`src/rtl/ecc_smul_if.sv`:
```
// ecc_smul_if: job, add-unit and result buses of the scalar-multiply sequencer.
// master is the sequencer side, slave is the environment side.
interface ecc_smul_if #(
  parameter int W  = 6,
  parameter int KW = 6
);
  logic          in_valid;
  logic [KW-1:0] in_k;
  logic [W-1:0]  in_Px;
  logic [W-1:0]  in_Py;
  logic [W-1:0]  in_prime;
  logic [W-1:0]  in_a;
  logic          busy;
  logic          pa_valid;
  logic [W-1:0]  pa_Px;
  logic [W-1:0]  pa_Py;
  logic [W-1:0]  pa_Qx;
  logic [W-1:0]  pa_Qy;
  logic [W-1:0]  pa_prime;
  logic [W-1:0]  pa_a;
  logic          pa_out_valid;
  logic [W-1:0]  pa_Rx;
  logic [W-1:0]  pa_Ry;
  logic          out_valid;
  logic [W-1:0]  out_Rx;
  logic [W-1:0]  out_Ry;
  logic          out_inf;

  modport master (
    input  in_valid, in_k, in_Px, in_Py,
    input  in_prime, in_a,
    input  pa_out_valid, pa_Rx, pa_Ry,
    output busy, pa_valid,
    output pa_Px, pa_Py, pa_Qx, pa_Qy,
    output pa_prime, pa_a,
    output out_valid, out_Rx, out_Ry,
    output out_inf
  );

  modport slave (
    output in_valid, in_k, in_Px, in_Py,
    output in_prime, in_a,
    output pa_out_valid, pa_Rx, pa_Ry,
    input  busy, pa_valid,
    input  pa_Px, pa_Py, pa_Qx, pa_Qy,
    input  pa_prime, pa_a,
    input  out_valid, out_Rx, out_Ry,
    input  out_inf
  );
endinterface

```
`src/rtl/ecc_smul_ctrl.sv`:
```
// ecc_smul_ctrl: left-to-right double-and-add sequencer over an external point-add unit.
// Define ECC_INF_DETECT_EN to resolve point-at-infinity steps locally instead of issuing them.
module ecc_smul_ctrl #(
  parameter int W  = 6,
  parameter int KW = 6
) (
  input logic        clk,
  input logic        rst_n,
  ecc_smul_if.master bus
);
  localparam int IW = $clog2(KW) + 1;

  typedef logic signed [IW-1:0] idx_t;

  typedef enum logic [2:0] {
    IDLE, SCAN, DBL_ISS, DBL_WAIT,
    ADD_ISS, ADD_WAIT, DONE
  } state_t;

  state_t state_q, state_d;
  state_t dbl_next, add_next;

  logic [KW-1:0] k_q, k_d;
  logic [W-1:0]  px_q, px_d;
  logic [W-1:0]  py_q, py_d;
  logic [W-1:0]  prime_q, prime_d;
  logic [W-1:0]  a_q, a_d;
  logic [W-1:0]  rx_q, rx_d;
  logic [W-1:0]  ry_q, ry_d;
  logic          inf_q, inf_d;
  idx_t          idx_q, idx_d;
  idx_t          msb, idx_dec, dbl_idx;
  logic          kbit, last;
  logic          pa_go, out_go, is_add;

  always_comb begin
    msb = '0;
    for (int j = 0; j < KW; j++)
      if (k_q[j]) msb = idx_t'(j);
  end

  // After a doubling: add if the scanned bit is set, else move to the next bit.
  assign kbit     = k_q[idx_q[IW-2:0]];
  assign last     = (idx_q == '0);
  assign idx_dec  = idx_q - idx_t'(1);
  assign dbl_next = kbit ? ADD_ISS
                  : (last ? DONE : DBL_ISS);
  assign dbl_idx  = kbit ? idx_q : idx_dec;
  assign add_next = last ? DONE : DBL_ISS;

  always_comb begin
    state_d = state_q;
    k_d     = k_q;
    px_d    = px_q;
    py_d    = py_q;
    prime_d = prime_q;
    a_d     = a_q;
    rx_d    = rx_q;
    ry_d    = ry_q;
    inf_d   = inf_q;
    idx_d   = idx_q;
    pa_go   = 1'b0;
    out_go  = 1'b0;
    unique case (state_q)
      IDLE: begin
        if (bus.in_valid) begin
          k_d     = bus.in_k;
          px_d    = bus.in_Px;
          py_d    = bus.in_Py;
          prime_d = bus.in_prime;
          a_d     = bus.in_a;
          state_d = SCAN;
        end
      end
      SCAN: begin
        if (k_q == '0) begin
          rx_d    = '0;
          ry_d    = '0;
          inf_d   = 1'b1;
          state_d = DONE;
        end else begin
          rx_d    = px_q;
          ry_d    = py_q;
          inf_d   = 1'b0;
          idx_d   = msb - idx_t'(1);
          state_d = (msb == '0) ? DONE : DBL_ISS;
        end
      end
      DBL_ISS: begin
        pa_go   = 1'b1;
        state_d = DBL_WAIT;
`ifdef ECC_INF_DETECT_EN
        if (inf_q || ry_q == '0) begin
          pa_go   = 1'b0;
          inf_d   = 1'b1;
          idx_d   = dbl_idx;
          state_d = dbl_next;
        end
`endif
      end
      DBL_WAIT: begin
        if (bus.pa_out_valid) begin
          rx_d    = bus.pa_Rx;
          ry_d    = bus.pa_Ry;
          idx_d   = dbl_idx;
          state_d = dbl_next;
        end
      end
      ADD_ISS: begin
        pa_go   = 1'b1;
        state_d = ADD_WAIT;
`ifdef ECC_INF_DETECT_EN
        if (inf_q) begin
          pa_go   = 1'b0;
          rx_d    = px_q;
          ry_d    = py_q;
          inf_d   = 1'b0;
          idx_d   = idx_dec;
          state_d = add_next;
        end else if (rx_q == px_q && ry_q != py_q) begin
          pa_go   = 1'b0;
          inf_d   = 1'b1;
          idx_d   = idx_dec;
          state_d = add_next;
        end
`endif
      end
      ADD_WAIT: begin
        if (bus.pa_out_valid) begin
          rx_d    = bus.pa_Rx;
          ry_d    = bus.pa_Ry;
          idx_d   = idx_dec;
          state_d = add_next;
        end
      end
      DONE: begin
        out_go  = 1'b1;
        state_d = IDLE;
      end
      default: state_d = IDLE;
    endcase
  end

  always_ff @(posedge clk or negedge rst_n) begin
    if (!rst_n) begin
      state_q <= IDLE;
      k_q     <= '0;
      px_q    <= '0;
      py_q    <= '0;
      prime_q <= '0;
      a_q     <= '0;
      rx_q    <= '0;
      ry_q    <= '0;
      inf_q   <= 1'b0;
      idx_q   <= '0;
    end else begin
      state_q <= state_d;
      k_q     <= k_d;
      px_q    <= px_d;
      py_q    <= py_d;
      prime_q <= prime_d;
      a_q     <= a_d;
      rx_q    <= rx_d;
      ry_q    <= ry_d;
      inf_q   <= inf_d;
      idx_q   <= idx_d;
    end
  end

  assign is_add = (state_q == ADD_ISS);

  assign bus.busy     = (state_q != IDLE);
  assign bus.pa_valid = pa_go;
  assign bus.pa_Px    = pa_go ? rx_q : '0;
  assign bus.pa_Py    = pa_go ? ry_q : '0;
  assign bus.pa_Qx    = !pa_go ? '0
                      : (is_add ? px_q : rx_q);
  assign bus.pa_Qy    = !pa_go ? '0
                      : (is_add ? py_q : ry_q);
  assign bus.pa_prime = pa_go ? prime_q : '0;
  assign bus.pa_a     = pa_go ? a_q : '0;

  assign bus.out_valid = out_go;
  assign bus.out_inf   = out_go & inf_q;
  assign bus.out_Rx    = (out_go && !inf_q) ? rx_q : '0;
  assign bus.out_Ry    = (out_go && !inf_q) ? ry_q : '0;
endmodule

```
`src/flat_wrapper.sv`:
```
// flat-port wrapper written by rule: the top's interface ports become plain ports
module ecc_smul_ctrl_flat 
#(
  parameter int W  = 6,
  parameter int KW = 6
)
  (clk, rst_n, bus_in_valid, bus_in_k, bus_in_Px, bus_in_Py, bus_in_prime, bus_in_a, bus_pa_out_valid, bus_pa_Rx, bus_pa_Ry, bus_busy, bus_pa_valid, bus_pa_Px, bus_pa_Py, bus_pa_Qx, bus_pa_Qy, bus_pa_prime, bus_pa_a, bus_out_valid, bus_out_Rx, bus_out_Ry, bus_out_inf);
  ecc_smul_if #(.W(W), .KW(KW)) bus_i ();
  input logic clk;
  input logic rst_n;
  input wire logic [$bits(bus_i.in_valid)-1:0] bus_in_valid;
  input wire logic [$bits(bus_i.in_k)-1:0] bus_in_k;
  input wire logic [$bits(bus_i.in_Px)-1:0] bus_in_Px;
  input wire logic [$bits(bus_i.in_Py)-1:0] bus_in_Py;
  input wire logic [$bits(bus_i.in_prime)-1:0] bus_in_prime;
  input wire logic [$bits(bus_i.in_a)-1:0] bus_in_a;
  input wire logic [$bits(bus_i.pa_out_valid)-1:0] bus_pa_out_valid;
  input wire logic [$bits(bus_i.pa_Rx)-1:0] bus_pa_Rx;
  input wire logic [$bits(bus_i.pa_Ry)-1:0] bus_pa_Ry;
  output wire logic [$bits(bus_i.busy)-1:0] bus_busy;
  output wire logic [$bits(bus_i.pa_valid)-1:0] bus_pa_valid;
  output wire logic [$bits(bus_i.pa_Px)-1:0] bus_pa_Px;
  output wire logic [$bits(bus_i.pa_Py)-1:0] bus_pa_Py;
  output wire logic [$bits(bus_i.pa_Qx)-1:0] bus_pa_Qx;
  output wire logic [$bits(bus_i.pa_Qy)-1:0] bus_pa_Qy;
  output wire logic [$bits(bus_i.pa_prime)-1:0] bus_pa_prime;
  output wire logic [$bits(bus_i.pa_a)-1:0] bus_pa_a;
  output wire logic [$bits(bus_i.out_valid)-1:0] bus_out_valid;
  output wire logic [$bits(bus_i.out_Rx)-1:0] bus_out_Rx;
  output wire logic [$bits(bus_i.out_Ry)-1:0] bus_out_Ry;
  output wire logic [$bits(bus_i.out_inf)-1:0] bus_out_inf;
  assign bus_i.in_valid = bus_in_valid;
  assign bus_i.in_k = bus_in_k;
  assign bus_i.in_Px = bus_in_Px;
  assign bus_i.in_Py = bus_in_Py;
  assign bus_i.in_prime = bus_in_prime;
  assign bus_i.in_a = bus_in_a;
  assign bus_i.pa_out_valid = bus_pa_out_valid;
  assign bus_i.pa_Rx = bus_pa_Rx;
  assign bus_i.pa_Ry = bus_pa_Ry;
  assign bus_busy = bus_i.busy;
  assign bus_pa_valid = bus_i.pa_valid;
  assign bus_pa_Px = bus_i.pa_Px;
  assign bus_pa_Py = bus_i.pa_Py;
  assign bus_pa_Qx = bus_i.pa_Qx;
  assign bus_pa_Qy = bus_i.pa_Qy;
  assign bus_pa_prime = bus_i.pa_prime;
  assign bus_pa_a = bus_i.pa_a;
  assign bus_out_valid = bus_i.out_valid;
  assign bus_out_Rx = bus_i.out_Rx;
  assign bus_out_Ry = bus_i.out_Ry;
  assign bus_out_inf = bus_i.out_inf;
  ecc_smul_ctrl #(.W(W), .KW(KW)) u_core (.clk(clk), .rst_n(rst_n), .bus(bus_i));
endmodule
```
`config.mk`:
```
export PLATFORM = sky130hd
export DESIGN_NAME = ecc_smul_ctrl_flat
export DESIGN_NICKNAME = d
export VERILOG_FILES = /design/src/rtl/ecc_smul_if.sv /design/src/rtl/ecc_smul_ctrl.sv /design/src/flat_wrapper.sv
export SDC_FILE = /design/constraint.sdc
export NUM_CORES = 1
export LEC_CHECK = 0
export BUFFER_PORTS_ARGS = -buffer_cell sky130_fd_sc_hd__clkbuf_2
export CORE_UTILIZATION = 30
export CTS_CLUSTER_SIZE = 28
export DETAILED_ROUTE_END_ITERATION = 16
export PLACE_DENSITY = 0.54
export SYNTH_ARGS = -nofsm -noshare
export SYNTH_HDL_FRONTEND = slang
export SYNTH_SLANG_ARGS = --single-unit
```
`constraint.sdc`:
```
create_clock -name clk -period 4.24 [get_ports clk]
set_clock_uncertainty 0.05 [all_clocks]
set_input_delay 0.636 -clock clk [delete_from_list [all_inputs] [get_ports clk]]
set_output_delay 0.636 -clock clk [all_outputs]
set_load 0.02 [all_outputs]
```
Word level (Yosys, flattened, before mapping)
Cells that the tools add are included.
{ "word_totals": {"latchBits": 0, "romBits": 0, "out_inout_bits": 52, "elab_cells": 81, "reg_bits": 50, "in_bits": 46, "memories": 0, "ramBits": 0} }
{ "op_classes": {"mul": 0, "n_eq_ne": 12, "reduce_logical": 15, "magnitude_cmp": 1, "n_div": 0, "n_bitwise": 1, "mux": 40, "n_addsub": 2, "shift": 0} }
{ "ops": {"columns": ["cell", "count"], "rows": [
  ["6-bit 2-to-1 mux", 14],
  ["4-bit 2-to-1 mux", 8],
  ["6-bit one-hot mux with 2 select lines", 2],
  ["3-bit 2-to-1 mux", 7],
  ["3-bit one-hot mux with 6 select lines", 1],
  ["4-bit one-hot mux with 3 select lines", 1],
  ["2-bit inequality test (second input constant)", 5],
  ["3-bit == test (second input constant)", 3],
  ["4-bit zero test", 2],
  ["4-bit by 2-bit subtractor with 4-bit output (second input constant)", 2],
  ["3-bit by 2-bit == test with 1-bit output (second input constant)", 2],
  ["6-bit zero test", 1],
  ["1-bit 2-to-1 mux", 6],
  ["3-bit nonzero test", 2],
  ["3-bit by 5-bit less-than comparator with 1-bit output (second input constant)", 1],
  ["5-bit AND reduction", 1],
  ["2-bit AND reduction", 2],
  ["2-bit OR reduction", 2],
  ["1-bit binary-select mux with 3-bit select", 1],
  ["3-bit by 1-bit == test with 1-bit output (second input constant)", 1],
  ["3-bit zero test", 1],
  ["3-bit AND reduction", 1],
  ["2-bit by 1-bit inequality test with 1-bit output (second input constant)", 1],
  ["2-bit nonzero test", 1],
  ["other kinds (3)", 3]
]} }

Logic depth before layout (Yosys ltp)
Gate-level depths: netlist of the first run.
{ "logic_depth": {"ltp_word": 9, "mapped_depth": 11, "depth_no_buf": 9} }

Worst setup path after synthesis of the first run
Ideal clock, no wire load.
{ "synth_timing": {"path_kind": "register to register", "from": "register u_core.state_q[2]", "to": "register u_core.idx_q[2]", "stages_incl_launch_ff": 12, "path_buffers": 2, "arrival_ns": 2.151, "synth_period_minus_slack_ns": 2.266, "setup_time_ns": 0.066, "path_slack_ns": 1.974, "required_time_ns": 4.124, "path_cell_list": "dfrtp_1 -> xor2_1 -> and2_1 -> buf_4 -> buf_6 -> nor4_1 -> a21oi_1 -> ha_1 -> xnor2_1 -> nand2_1 -> a211o_1 -> nand2_1"} }
{ "synth_via": {"elab_chain_cells": 3, "elab_cells_between_ends": 10, "cone_classes": "eq/ne (7); mux (1); reduce/logical (2)"} }
{ "synth_lines": {"columns": ["item", "line", "rtl"], "rows": [
  ["start: declaration", "ecc_smul_ctrl.sv:20", "state_t state_q, state_d;"],
  ["start signal: assignment", "ecc_smul_ctrl.sv:157", "state_q <= state_d;"],
  ["3-bit by 2-bit == test with 1-bit output, or another cell as far along", "ecc_smul_ctrl.sv:64", "unique case (state_q)"],
  ["2-bit inequality test (no source line) / 3-bit nonzero test (equally long branches)", null, null],
  ["5-bit AND reduction (no source line)", null, null],
  ["end signal: assignment", "ecc_smul_ctrl.sv:166", "idx_q <= idx_d;"],
  ["end: declaration", "ecc_smul_ctrl.sv:31", "idx_t idx_q, idx_d;"]
]} }
Several ways; a longest one is shown, not always the timed one.
A chain may end at the register's enable or synchronous reset.

Worst setup path after layout of the first run
{ "layout_timing": {"from": "register u_core.state_q[0]", "to": "output port bus_pa_Qx[5]"} }
{ "layout_via": {"elab_chain_cells": 4, "elab_cells_between_ends": 6, "cone_classes": "eq/ne (2); mux (3); reduce/logical (1)"} }
{ "layout_lines": {"columns": ["item", "line", "rtl"], "rows": [
  ["3-bit by 2-bit == test with 1-bit output / 3-bit == test (equally long branches)", "ecc_smul_ctrl.sv:64, ecc_smul_ctrl.sv:170", null],
  ["2-bit OR reduction (no source line)", null, null],
  ["1-bit 2-to-1 mux", "ecc_smul_ctrl.sv:64", null],
  ["6-bit 2-to-1 mux *", "ecc_smul_ctrl.sv:176", "assign bus.pa_Qx = !pa_go ? '0"],
  ["end: declaration", "flat_wrapper.sv:24", "output wire logic [$bits(bus_i.pa_Qx)-1:0] bus_pa_Qx;"]
]} }
Every way passes the cells marked *; elsewhere a longest branch is shown, timed or not.

==> results.cfg, run 1 <==
[worst_setup_path]
r2r-start = u_core.state_q[2]$_DFFE_PN0P_
crit_path_end_kind = primary output
critPathLaunch = u_core.state_q[0]$_DFFE_PN0P_
critPathKind = reg -> out
slowest_stage = inv_1
cp_cell_sequence = inv_1 -> nand2_1 -> a21oi_1 -> clkbuf_2
crit_required_ns = 3.55
crit_fanout = 30
worstPathArrival_ns = 2.53
cp_slowest_stage_delay_ns = 0.63
reg2regPathDepth = 10
crit_path_start_kind = flip-flop
rrSetupSlack_ns = 1.75
cpLargestDelayFamily = buffers and inverters
r2r_end = u_core.idx_q[2]$_DFFE_PN0P_
path_buf_inv = 2

[floorplan]
die_area_sq_um = 9610
die_y_um = 98.0
rows = 34
pin_count = 98
core_sq_um = 8810
die_w_um = 98.0
start_util_pct = 31.4

[grt]
grt_pass1_vias = 2405
grt_pass1_wl_mm = 12.2
grt_antenna_before_repair = 0
overflow = 0
grt_max_degree = 38
grt_usage_pct = 16.4

[synth]
synthesis.nets = 330
syn_area_sq_um = 2770
synth_adder_area_share_pct = 0.814
async_flop_share_pct = 100
synth_compound_area_share_pct = 14.2
ys_seq_elements = 50
postSynthCellCount = 283
seq_area_frac_synth_pct = 45.2
synth_top_family_by_area = simple AND/OR/NAND/NOR gates
synthSimpleGateAreaFrac_pct = 19.9
ys_types = 39
synth.area.mux_share_pct = 14.4
synth_edf_count = 0
synthFlopType = dfrtp_1
syn_avg_cell_area_sq_um = 9.78
synth_warnings = 0
synth_xor_area_share_pct = 0.633

[clocking]
clk_pin_slew_ns = 0.09
cts_tree = built
h-tree-depth = 2
clock_path_buffers = 2
cts_setup_buffers = 0
cts-root-buf = clkbuf_8
hold_buffers = 0
cts_buffers = 5
clock-sinks = 50
insertion_delay_ns = 0.31
cts_resized = 0

[finish]
diodes = 0
fin_nets = 418
utilization_pct = 39.0
layout-drive-gt1-share_pct = 39.6
syn_to_final_growth_pct = 24.2

[placed_design]
hpwlAfterDp_mm = 5.42
gp_routability_congestion = 0.832
portBuffers = 97

[timing]
setup_viol = 0
period_share_pct = 75.9
finalMaxSlewViolations = 0
whs_ns = 0.163
hold_violations = 0
rsz0062_at_grt = no
fin_crit_ns = 3.22
tightest_slew_ns = 0.894
relSlewSlack_pct = 40.2
setup_tns_ns = 0
max_freq_ghz = 0.311

[route]
drt-total-wl_mm = 7.52
post_drt_via_cell_ratio = 5.10
vias = 2445
dr.pass1.iters = 10
drc = 4
post_drt_wl_per_cell_um = 15.7
drt_first_iter_violations = 135
antenna_left = 0

[run]
max_cap_viol_count = 0

[pwr]
ir_worst_vdd_v = 0.000292
powerDensity_nw_per_um2 = 872
p_leak_nw = 1.72

[outcome]
violations = DRC
status = finished, violations left

[hold_path]
hold_class = in -> async
[cells by family after synthesis]
| kind of cell | Yosys count |
|---|---|
| simple gates | 110 |
| compound gates | 56 |
| flops | 50 |
| mux | 36 |
| buf+inv | 27 |
| xor+xnor | 2 |
| fa+ha+maj | 2 |
[final cells by class]
type | count | area, sq um
inverters | 6 | 22.5
well taps | 108 | 135
fillers | 920 | 5370
clock buffers | 5 | 68.8
repair buffers | 102 | 523
clock inverters | 2 | 38.8
flip-flops and latches | 50 | 1250
multi-input cells | 206 | 1400
[synthesized netlist by cell type (2+ instances only)]
library cell	instances	area, sq um
mux2i_1	5	50.1
a22oi_2	2	25.0
dfrtp_1	50	1250
clkbuf_1	13	48.8
o21ai_0	3	15.0
mux2_2	30	338
nor3_1	4	20.0
nor4_1	2	12.5
a22oi_1	10	75.1
nand2_1	33	124
buf_2	4	20.0
and2_1	16	100
a21oi_1	27	135
and3_1	24	150
nor2_1	22	82.6
buf_6	3	33.8
or3_1	3	18.8
o31ai_1	4	30.0
inv_1	6	22.5
nor2_2	2	12.5
a31oi_1	2	12.5
[layout by cell type (no fill, tap or decap), types with 2 or more instances in the layout]
cell type	instances
nor2_1	21
and2_1	16
a21oi_1	27
a31oi_1	2
nor3_1	4
mux2i_1	5
nand2_1	33
nor2_2	2
o31ai_1	4
nor4_1	2
dfrtp_1	50
clkbuf_2	97
inv_1	6
a22oi_1	10
o21ai_0	3
mux2_2	30
a22oi_2	2
or3_1	3
clkbuf_8	5
and3_1	24
buf_4	5
[per-stage QoR]
stage          worst slack (ns)  power (mW)  instances  instance area, sq um
2_1_floorplan              1.97        2.20        283                  2770
3_3_place_gp               1.44        2.65        472                  3330
3_5_place_dp               1.32        2.67        472                  3330
4_1_cts                   0.978        3.02        479                  3440
5_1_grt                   0.871        3.24        479                  3440
6_report                   1.02        3.00        479                  3440
[sequential cells by signal (all words and copies together), names as in the netlist]
signal          count
u_core.a_q          6
u_core.idx_q        4
u_core.inf_q        1
u_core.k_q          6
u_core.prime_q      6
u_core.px_q         6
u_core.py_q         6
u_core.rx_q         6
u_core.ry_q         6
u_core.state_q      3
[where the power goes]
| part | internal (mW) | switching (mW) |
|---|---|---|
| Clock | 0.174 | 0.169 |
| Combinational | 0.685 | 0.993 |
| Sequential | 0.721 | 0.255 |
[worst max path at each step]
stage,end,slack (ns),depth (start not counted)
after floorplan,u_core.idx_q[2]$_DFFE_PN0P_,1.97,11
after CTS,bus_pa_Qx[5],0.98,4
final,bus_pa_Qx[5],1.02,4
after detailed placement,bus_pa_Qx[5],1.32,4
after global placement,bus_pa_Qx[5],1.44,4
after global routing,bus_pa_Qx[5],0.87,4
[layer usage]
layer	vias up	track usage, %	wire [um]	share of wire (%)
met1	1176	21.3	3330	44
li1	1179	-	-	-
met4	0	6.53	187	2.5
met5	-	0	0	0
met3	14	4.51	499	6.6
met2	76	25.7	3500	47
No activity file was read; power rests on OpenSTA's default activity.
==> run 2, diff against run 1 <==
PLACE_DENSITY = 0.56   (was 0.54)
clock period = 2.89 ns   (was 4.24 ns; I/O delays follow)
==> run 2 against run 1 <==
Net effect: the flow still finishes with violations (DRC); hold slack improved by 0.11 ns; combinational power is 48% higher; clock power up 32%; highest routed layer unchanged.
==> results.cfg, run 2 (synthesized netlist as in run 1, its figures left out) <==
[outcome]
status = finished, violations left
violations = DRC

[run]
max_cap_viol_count = 0

[finish]
fin_nets = 423
multiInputGateArea_sq_um = 1400
seq_area_sq_um = 1250
n_fill_cell = 914
syn_to_final_growth_pct = 25.4
final_common_cell = clkbuf_2
diodes = 0
layout_common_cells = clkbuf_2, dfrtp_1, nand2_1
layout-drive-gt1-share_pct = 40.3

[pwr]
powerDensity_nw_per_um2 = 1260
ir_worst_vdd_v = 0.000510
switching_share_pct = 47.7
power_switching_mw = 2.09
p_int_mw = 2.29
pwr-share-seq_pct = 32.7
p_comb_share_pct = 57.0
p_clk_share_pct = 10.3
p_leak_nw = 1.74

[timing]
fin_crit_ns = 2.58
setup_viol = 0
period_share_pct = 89.4
hold_violations = 0
whs_ns = 0.277
relSlewSlack_pct = 62.2
rsz0062_at_grt = no
timing.final.ws_setup_ns = 0.306
max_freq_ghz = 0.387
tightest_slew_ns = 0.566
setup_tns_ns = 0
finalMaxSlewViolations = 0

[clocking]
clk_pin_slew_ns = 0.09
clock-sinks = 50
cts-root-buf = clkbuf_8
insertion_delay_ns = 0.32
h-tree-depth = 2
cts_buffers = 5
cts_tree = built
clock_path_buffers = 2

[route]
dr.pass1.iters = 12
drt-total-wl_mm = 7.42
post_drt_via_cell_ratio = 5.07
drc = 2
antenna_left = 0
vias = 2457
post_drt_wl_per_cell_um = 15.3
drt_first_iter_violations = 131

[floorplan]
core_sq_um = 8810
start_util_pct = 31.4
pin_count = 98
die_y_um = 98.0
die_area_sq_um = 9610
die_w_um = 98.0
rows = 34

[worst_setup_path]
crit_path_end_kind = primary output
critPathKind = reg -> out
critPathLaunch = u_core.state_q[2]$_DFFE_PN0P_
crit_fanout = 14
crit_required_ns = 2.41
r2r-start = u_core.state_q[2]$_DFFE_PN0P_
crit_path_start_kind = flip-flop
reg2regPathDepth = 9
worstPathArrival_ns = 2.10

[hold_path]
hold_class = in -> reg
worstHoldStart = bus_in_k[2]
min_delay_path_depth = 3

[grt]
grt_usage_pct = 15.8
grt_max_degree = 30
grt_antenna_before_repair = 0
overflow = 0
grt_pass1_wl_mm = 11.8
grt_pass1_vias = 2320

[placed_design]
hpwlAfterDp_mm = 5.55
portBuffers = 97
gp_routability_congestion = 0.822
pre_cts_ws_ns = 0.410
## run 2: power groups by stage
| stage | Combinational [mW] | Clock [mW] | Sequential, mW |
|---|---|---|---|
| 2_1_floorplan | 1.95 | 0 | 1.28 |
| 3_3_place_gp | 2.48 | 0 | 1.43 |
| 3_5_place_dp | 2.51 | 0 | 1.44 |
| 4_1_cts | 2.52 | 0.471 | 1.43 |
| 5_1_grt | 2.74 | 0.495 | 1.49 |
| 6_report | 2.49 | 0.450 | 1.43 |
## run 2: per-layer routing
layer	global-route usage [%]	vias up	part of all wire (%)
met4	6.41	0	2.4
met3	3.87	15	6.2
met2	24.4	65	46
met5	0	-	0
li1	-	1177	-
met1	21.0	1200	46
## run 2: cell type report
| cell class | count | share of cell area (%) |
|---|---|---|
| multi-input combinational | 206 | 40.3 |
| timing repair buffer | 107 | 16.2 |
| tap | 108 | 3.90 |
| clock buffer | 6 | 2.38 |
| clock inverter | 2 | 0.469 |
| sequential | 50 | 36.1 |
| inverter | 6 | 0.649 |
## run 2: path summary, 6_finish.rpt
path	end	slack, ns
worst max-delay path	bus_pa_Qy[5]	0.31
worst min-delay path	u_core.k_q[2]$_DFFE_PN0P_	0.28
worst max register to register	u_core.idx_q[2]$_DFFE_PN0P_	0.40
worst min register to register	u_core.a_q[1]$_DFFE_PN0P_	0.46
max in group asynchronous	u_core.px_q[3]$_DFFE_PN0P_	1.69
min in group asynchronous	u_core.rx_q[1]$_DFFE_PN0P_	0.48
## run 2: stage by stage
stage               total power [mW]  area, sq um  utilization [%]  cells
floorplan                       3.23         2770                -    283
global placement                3.91         3360             38.2    476
detailed placement              3.96         3360             38.2    476
CTS                             4.42         3470             39.4    485
global route                    4.73         3470             39.4    485
finish                          4.37         3470             39.4    485
## run 2: repair_timing
action	CTS	global route
resized for setup	0	0
buffers inserted	0	0
hold buffers	1	0
hold endpoints to repair	10	0
## run 2: worst max-delay path, stage by stage (launching register included)
cell and delay, ns:
dfrtp_1 0.64, xor2_2 0.32, nand2_1 0.36, a21oi_1 0.25, clkbuf_2 0.21
==> run 3, diff against run 2 <==
CTS_BUF_LIST = sky130_fd_sc_hd__clkbuf_16   (was unset)
==> run 3 against run 2 <==
Net effect: the run still ends with DRC left; sequential power about the same; count of clock-buffer cells in the layout is 1 lower; maximum frequency up 1.2%; cell count stayed put; worst setup slack better by 0.030 ns; register-to-register slack barely moved; largest power group unchanged.
==> results.cfg, run 3 (synthesized netlist as in run 1, its figures left out) <==
[hold_path]
hold_class = in -> reg
min_delay_path_depth = 3
worstHoldStart = bus_in_k[2]
min_to = u_core.k_q[2]$_DFFE_PN0P_

[finish]
seq_area_sq_um = 1250
layout-drive-gt1-share_pct = 40.1
utilization_pct = 39.9
n_fill_cell = 903
syn_to_final_growth_pct = 27.0
multiInputGateArea_sq_um = 1400
design_area_sq_um = 3510
final_common_cell = clkbuf_2
diodes = 0
layout_common_cells = clkbuf_2, dfrtp_1, nand2_1
fin_nets = 423

[worst_setup_path]
crit_path_start_kind = flip-flop
critPathKind = reg -> out
r2r-start = u_core.state_q[2]$_DFFE_PN0P_
critPathLaunch = u_core.state_q[2]$_DFFE_PN0P_
reg2regPathDepth = 9
worstPathArrival_ns = 2.07
crit_fanout = 14
r2r_end = u_core.idx_q[2]$_DFFE_PN0P_
rrSetupSlack_ns = 0.40
crit_required_ns = 2.41
crit_path_end_kind = primary output

[pwr]
switching_share_pct = 46.7
p_clk_share_pct = 13.1
powerDensity_nw_per_um2 = 1290
ir_worst_vdd_v = 0.000516
p_int_mw = 2.41
p_leak_nw = 1.76
power_switching_mw = 2.11
p_comb_share_pct = 55.3
pwr-share-seq_pct = 31.7

[timing]
fin_crit_ns = 2.55
whs_ns = 0.302
tightest_slew_ns = 0.573
finalMaxSlewViolations = 0
period_share_pct = 88.3
setup_tns_ns = 0
setup_viol = 0
relSlewSlack_pct = 61.8
hold_violations = 0
rsz0062_at_grt = no
timing.final.ws_setup_ns = 0.337
max_freq_ghz = 0.392

[route]
drt_first_iter_violations = 104
antenna_left = 0
post_drt_via_cell_ratio = 5.06
drc = 2
post_drt_wl_per_cell_um = 15.4
drt-total-wl_mm = 7.46
dr.pass1.iters = 13
vias = 2452

[floorplan]
die_y_um = 98.0
pin_count = 98
die_w_um = 98.0
start_util_pct = 31.4
core_sq_um = 8810
rows = 34
die_area_sq_um = 9610

[placed_design]
pre_cts_ws_ns = 0.410
portBuffers = 97
dpl_cell_area_sq_um = 3360
hpwlAfterDp_mm = 5.55
gp_routability_congestion = 0.822

[clocking]
clock_path_buffers = 2
clock-sinks = 50
clk_pin_slew_ns = 0.07
cts_tree = built
cts_resized = 0
cts-root-buf = clkbuf_16
cts_setup_buffers = 0
cts_buffers = 5
insertion_delay_ns = 0.29
h-tree-depth = 2

[grt]
grt_pass1_vias = 2329
overflow = 0
grt_usage_pct = 15.8
grt_antenna_before_repair = 0
grt_max_degree = 30
grt_pass1_wl_mm = 11.8

[outcome]
violations = DRC
status = finished, violations left

[run]
max_cap_viol_count = 0
run 3: cell count changes in the layout (fill, tap and decap cells not counted):
cell       delta
clkbuf_16     +5
clkbuf_8      -6
clkinv_1      +1
run 3: power by group through the flow:
stage / combinational, mW / sequential [mW] / clock, mW
6_report: 2.50 / 1.43 / 0.591
5_1_grt: 2.74 / 1.50 / 0.639
4_1_cts: 2.52 / 1.43 / 0.611
3_5_place_dp: 2.51 / 1.44 / 0
3_3_place_gp: 2.48 / 1.43 / 0
2_1_floorplan: 1.95 / 1.28 / 0
run 3: worst max-delay path by stage:
stage                     slack (ns)  cells after the start                     endpoint
final                           0.34                      4                 bus_pa_Qy[5]
after global routing            0.16                      4                 bus_pa_Qx[2]
after CTS                       0.33                      4                 bus_pa_Qy[3]
after detailed placement        0.41                      9  u_core.idx_q[2]$_DFFE_PN0P_
after global placement          0.56                      9  u_core.idx_q[2]$_DFFE_PN0P_
after floorplan                 0.62                     11  u_core.idx_q[2]$_DFFE_PN0P_
run 3: metal layers:
| metal | wire length [um] | global-route usage (%) |
|---|---|---|
| met1 | 3370 | 21.2 |
| met2 | 3540 | 24.8 |
| met3 | 475 | 3.87 |
| met4 | 80 | 5.71 |
| met5 | 0 | 0 |
run 3: cell type report:
| cell class | instances | share of cell area [%] |
|---|---|---|
| repair buffers | 107 | 16.0 |
| clock buffers | 5 | 3.56 |
| multi-input cells | 206 | 39.8 |
| inverters | 6 | 0.641 |
| flip-flops and latches | 50 | 35.6 |
| clock inverters | 3 | 0.570 |
| well taps | 108 | 3.84 |
run 3: per-stage QoR:
stage          std cells  power, mW
2_1_floorplan        283       3.23
3_3_place_gp         476       3.91
3_5_place_dp         476       3.96
4_1_cts              485       4.56
5_1_grt              485       4.87
6_report             485       4.52
run 3: timing repair:
action,4_1_cts,5_1_grt
hold endpoints to repair,10,0
endpoints found under the setup margin,0,0
hold buffers,1,0
run 3: worst max-delay path, stage by stage, from the launching register on:
cell and delay, ns:
dfrtp_1 0.65, xor2_2 0.32, nand2_1 0.35, a21oi_1 0.25, clkbuf_2 0.21
